File: src/rtl/mem_stage_ctrl.sv
// Memory-stage controller: passes ALU results through to the writeback
// register, or runs a multi-cycle access on an external asynchronous SRAM
// while stalling the upstream pipeline. All SRAM strobes are decoded from
// the state register alone so no input can glitch them.
module mem_stage_ctrl #(
   parameter int DATA_W   = 16,
   parameter int ADDR_W   = 18,
   parameter int WAIT_CYC = 2
) (
   input  logic              clk,
   input  logic              rst,
   input  logic              valid,
   input  logic [DATA_W-1:0] res,
   input  logic              flag,
   input  logic              memwr_ctrl,
   input  logic              memrd_ctrl,
   input  logic [ADDR_W-1:0] mem_addr,
   input  logic [DATA_W-1:0] wr_data,
   output logic              stall,
   output logic [DATA_W-1:0] res_out,
   output logic              flag_out,
   output logic              out_valid,
   output logic [ADDR_W-1:0] ram_addr,
   output logic [DATA_W-1:0] ram_data_out,
   output logic              ram_data_oe,
   input  logic [DATA_W-1:0] ram_data_in,
   output logic              ram_ce_n,
   output logic              ram_oe_n,
   output logic              ram_we_n
);

   // Counter only needs to reach WAIT_CYC-1; wide enough for WAIT_CYC itself.
   localparam int CNT_W = (WAIT_CYC < 1) ? 1 : $clog2(WAIT_CYC + 1);
   localparam logic [CNT_W-1:0] CNT_LAST = CNT_W'(WAIT_CYC - 1);

   localparam logic [1:0] IDLE   = 2'd0;
   localparam logic [1:0] RD     = 2'd1;
   localparam logic [1:0] WR     = 2'd2;
   localparam logic [1:0] WR_REC = 2'd3;

   logic [1:0]        state_reg,     state_next;
   logic [CNT_W-1:0]  counter_reg,   counter_next;
   logic [DATA_W-1:0] res_out_reg,   res_out_next;
   logic              flag_out_reg,  flag_out_next;
   logic              out_valid_reg, out_valid_next;
   logic [ADDR_W-1:0] ram_addr_reg,  ram_addr_next;
   logic [DATA_W-1:0] wdata_reg,     wdata_next;
   logic              stall_comb;

   // Next-state / datapath decode; memory requests are only looked at in IDLE.
   always_comb begin
      state_next     = state_reg;
      counter_next   = counter_reg;
      res_out_next   = res_out_reg;
      flag_out_next  = flag_out_reg;
      out_valid_next = out_valid_reg;
      ram_addr_next  = ram_addr_reg;
      wdata_next     = wdata_reg;
      stall_comb     = 1'b0;

      case (state_reg)
         IDLE: begin
            if (valid && memwr_ctrl) begin
               // Write wins when both controls are raised.
               stall_comb     = 1'b1;
               ram_addr_next  = mem_addr;
               wdata_next     = wr_data;
               counter_next   = '0;
               out_valid_next = 1'b0;
               state_next     = WR;
            end else if (valid && memrd_ctrl) begin
               stall_comb     = 1'b1;
               ram_addr_next  = mem_addr;
               counter_next   = '0;
               out_valid_next = 1'b0;
               state_next     = RD;
            end else if (valid) begin
               res_out_next   = res;
               flag_out_next  = flag;
               out_valid_next = 1'b1;
            end else begin
               out_valid_next = 1'b0;
            end
         end

         RD: begin
            if (counter_reg == CNT_LAST) begin
               // Completion cycle: release upstream so it advances at this edge.
               res_out_next   = ram_data_in;
               flag_out_next  = flag;
               out_valid_next = 1'b1;
               counter_next   = '0;
               state_next     = IDLE;
            end else begin
               stall_comb     = 1'b1;
               out_valid_next = 1'b0;
               counter_next   = counter_reg + 1'b1;
            end
         end

         WR: begin
            stall_comb     = 1'b1;
            out_valid_next = 1'b0;
            if (counter_reg == CNT_LAST) begin
               counter_next = '0;
               state_next   = WR_REC;
            end else begin
               counter_next = counter_reg + 1'b1;
            end
         end

         WR_REC: begin
            // Data bus still driven here so hold time after we_n rises is met.
            res_out_next   = res;
            flag_out_next  = flag;
            out_valid_next = 1'b1;
            counter_next   = '0;
            state_next     = IDLE;
         end

         default: begin
            counter_next   = '0;
            out_valid_next = 1'b0;
            state_next     = IDLE;
         end
      endcase
   end

   // State and output registers; reset aborts any access in flight.
   always_ff @(posedge clk or negedge rst) begin
      if (!rst) begin
         state_reg     <= IDLE;
         counter_reg   <= '0;
         res_out_reg   <= '0;
         flag_out_reg  <= 1'b0;
         out_valid_reg <= 1'b0;
         ram_addr_reg  <= '0;
         wdata_reg     <= '0;
      end else begin
         state_reg     <= state_next;
         counter_reg   <= counter_next;
         res_out_reg   <= res_out_next;
         flag_out_reg  <= flag_out_next;
         out_valid_reg <= out_valid_next;
         ram_addr_reg  <= ram_addr_next;
         wdata_reg     <= wdata_next;
      end
   end

   // Strobes come from the state register only; oe_n and data_oe are
   // mutually exclusive by construction.
   assign ram_ce_n     = (state_reg == IDLE);
   assign ram_oe_n     = (state_reg != RD);
   assign ram_we_n     = (state_reg != WR);
   assign ram_data_oe  = (state_reg == WR) || (state_reg == WR_REC);

   assign stall        = stall_comb;
   assign res_out      = res_out_reg;
   assign flag_out     = flag_out_reg;
   assign out_valid    = out_valid_reg;
   assign ram_addr     = ram_addr_reg;
   assign ram_data_out = wdata_reg;

endmodule

File: config.mk
export PLATFORM = sky130hd
export DESIGN_NAME = mem_stage_ctrl
export DESIGN_NICKNAME = d
export VERILOG_FILES = /design/src/rtl/mem_stage_ctrl.sv
export SDC_FILE = /design/constraint.sdc
export NUM_CORES = 1
export LEC_CHECK = 0
export CORE_ASPECT_RATIO = 0.9
export CORE_UTILIZATION = 39
export DETAILED_ROUTE_END_ITERATION = 8
export PLACE_DENSITY_LB_ADDON = 0.08
export RECOVER_POWER = 100
export SLEW_MARGIN = 30
export SYNTH_ARGS = -nofsm -noshare
export SYNTH_HDL_FRONTEND = slang
export SYNTH_SLANG_ARGS = --single-unit
File: constraint.sdc
create_clock -name clk -period 2.3 [get_ports clk]
set_input_delay 0.46 -clock clk [delete_from_list [all_inputs] [get_ports clk]]
set_output_delay 0.46 -clock clk [all_outputs]
set_load 0.05 [all_outputs]
==> results of run 1 <==
[cell usage after synthesis, drive strengths merged]
cell type  instances
mux2              69
dfrtp             56
ha                 6
buf                5
a21oi              4
inv                4
nor2b              3
o21ai              3
nand2              2
a2111oi            1
a2bb2oi            1
and2b              1
clkbuf             1
mux2i              1
nand2b             1
nand3              1
nor2               1
o211a              1
o32ai              1
or2                1
[through the flow]
stage               utilization [%]  setup slack (ns)  hold slack [ns]
global placement               63.9            0.0619            0.450
floorplan                         -            0.0381            0.164
detailed placement             63.9            0.0386            0.453
global route                   64.6            0.0210            0.462
CTS                            65.4            0.0857            0.120
finish                         64.6             0.136            0.352
[layout make-up]
type | count | share of cell area, %
clock buffer | 7 | 2.18
clock inverter | 1 | 0.190
inverter | 4 | 0.380
multi-input combinational | 97 | 25.6
sequential | 56 | 35.5
tap | 87 | 2.75
timing repair buffer | 137 | 33.4
[worst paths after layout]
kind | cells after the start | slack (ns) | start | end
setup / recovery | 6 | 0.14 | state_reg[0]$_DFFE_PN0P_ | stall
hold / removal | 1 | 0.35 | rst | ram_data_out[5]$_DFFE_PN0P_
setup reg to reg | 6 | 0.21 | state_reg[0]$_DFFE_PN0P_ | res_out[13]$_DFFE_PN0P_
hold reg to reg | 1 | 0.51 | ram_addr[2]$_DFFE_PN0P_ | ram_addr[2]$_DFFE_PN0P_
max in group asynchronous | 2 | 0.74 | rst | ram_data_out[9]$_DFFE_PN0P_
min in group clk | 1 | 0.51 | ram_addr[2]$_DFFE_PN0P_ | ram_addr[2]$_DFFE_PN0P_
[cells by family after synthesis]
kind of cell / synth area share, %
mux: 31.9
fa+ha+maj: 3.04
compound gates: 3.65
buf+inv: 2.03
flops: 56.8
simple gates: 2.54
[metal layers]
metal | track usage (%) | routed length (um)
met1 | 19.8 | 2240
met4 | 4.83 | 75
met3 | 6.81 | 489
met5 | 0 | 0
met2 | 27.4 | 2520
[cells in the final DEF, fill, tap and decap left out]
master | netlist | routed
a2111oi_2 | 0 | 1
a21oi_1 | 4 | 3
a21oi_4 | 0 | 1
a2bb2oi_1 | 1 | 1
and2b_1 | 1 | 1
buf_12 | 0 | 2
buf_4 | 0 | 1
clkbuf_1 | 1 | 8
clkbuf_2 | 0 | 5
clkbuf_8 | 0 | 6
clkdlybuf4s50_1 | 0 | 70
clkinvlp_4 | 0 | 1
dfrtp_1 | 56 | 56
dlygate4sd3_1 | 0 | 52
ha_1 | 6 | 6
inv_1 | 4 | 4
mux2_2 | 69 | 69
mux2i_1 | 1 | 1
nand2_1 | 2 | 2
nand2b_4 | 1 | 1
nand3_1 | 1 | 1
nor2_1 | 1 | 1
nor2b_1 | 3 | 3
o211a_1 | 1 | 1
o21ai_0 | 3 | 3
o32ai_1 | 1 | 1
or2_2 | 1 | 1
==> metrics.yaml, run 1 <==
sta:
  skew_ns: 0.00598
  fin_setup_tns_ns: 0
  slew_headroom_pct: 24.5
  slew_violations: 0
  tightest_slew_ns: 1.13
  setup_violations: 0
  final-hold-violation-count: 0
  rsz0062_at_grt: "false"
  finalCritPeriodShare_pct: 94.1
  fmax_mhz: 462
  layout_min_cycle_time_ns: 2.16
layout:
  syn_to_final_growth_pct: 60.3
  stdcell_count: 389
  fin_nets: 379
  design_area_sq_um: 3950
  seq_area_sq_um: 1400
  drive_gt1_share_pct: 29.1
  fillers: 482
  multiInputGateArea_sq_um: 1010
  diodes: 0
  largest_reg_flops: 18
synthesis:
  yosys.cell_types.count: 21
  yosys.area.top_type: "dfrtp_1"
  synthesis.nets: 241
  synth_seq_cells: 56
  synthTopCellsByArea: "dfrtp_1, mux2_2, ha_1, a2111oi_4, a21oi_1"
  syn_inst: 163
  syn_avg_cell_area_sq_um: 15.1
  ys_seq_area_share_pct: 56.8
  synth_top_area_share_pct: 56.8
  yosys_warnings: 0
  syn_area_sq_um: 2470
floorplanning:
  die_h_um: 77.4
  initial_core_util_pct: 40.3
  core_area_sq_um: 6110
  io_pins: 129
  die_area_sq_um: 6650
  rows: 27
  die_w_um: 85.8
clocking:
  cts-resized-gates: 0
  htree_levels: 2
  clk_latency_ns: 0.30
  cts_tree: "yes"
  cts_setup_buffers: 0
  cts_root_buf: "clkbuf_8"
  clk_pin_slew_worst_paths_ns: 0.10
  clk_path_buf_depth: 2
  clock-sinks: 56
  numCtsBuffers: 5
  ctsHoldBuffers: 0
worst_setup_path:
  crit_fanout: 4
  critPathMaxStageDelay_ns: 0.41
  crit_required_ns: 1.84
  cp-start-kind: "flip-flop"
  cp_cell_sequence: "inv_1 > ha_1 > o211a_1 > a21oi_1 > a21oi_4 > buf_12"
  worst-setup-path-type: "flip-flop to output port"
  cpMaxStageDelayCell: "dfrtp_1"
  critPathBufInv: 2
  end_kind: "output port"
  critical-path-top-delay-family: "compound AO/OA/AOI/OAI gates"
  worstPathArrival_ns: 1.70
placed_design:
  numPortBuffers: 128
  place_congestion: 0.817
  placed_area_sq_um: 3910
  dpl.cell_count: 381
  dp.final_hpwl_um: 4090
grt:
  grt.total_usage_pct: 16.5
  grt_pass1_wl_um: 8530
  first_global_vias: 1891
  grt_start_max_net_pins: 24
  grt_antenna_before_repair: 0
  overflow: 0
run:
  drv_cap: 0
routing:
  wl_per_cell_um: 13.7
  ant_nets: 0
  routed_wl_um: 5330
  viasPerCell: 4.62
  drtIter0Drc: 30
  firstDrtPassIters: 3
  route.detailed.drc: 0
  route.vias.total: 1798
status:
  status: "finished, final reports clean"
hold_path:
  hold_class: "input port to asynchronous set/reset pin"
Power of run 1 is left out: the tool's default activity adds up to more than one toggle a clock period on the data nets, which glitch-free logic cannot reach.
==> run 2, diff against run 1 <==
- SKIP_CTS_REPAIR_TIMING: unset -> 1
==> results of run 2 <==
Final layout, timing and power as in run 1 (identical DEF).
Power of run 2 is left out for the same reason.
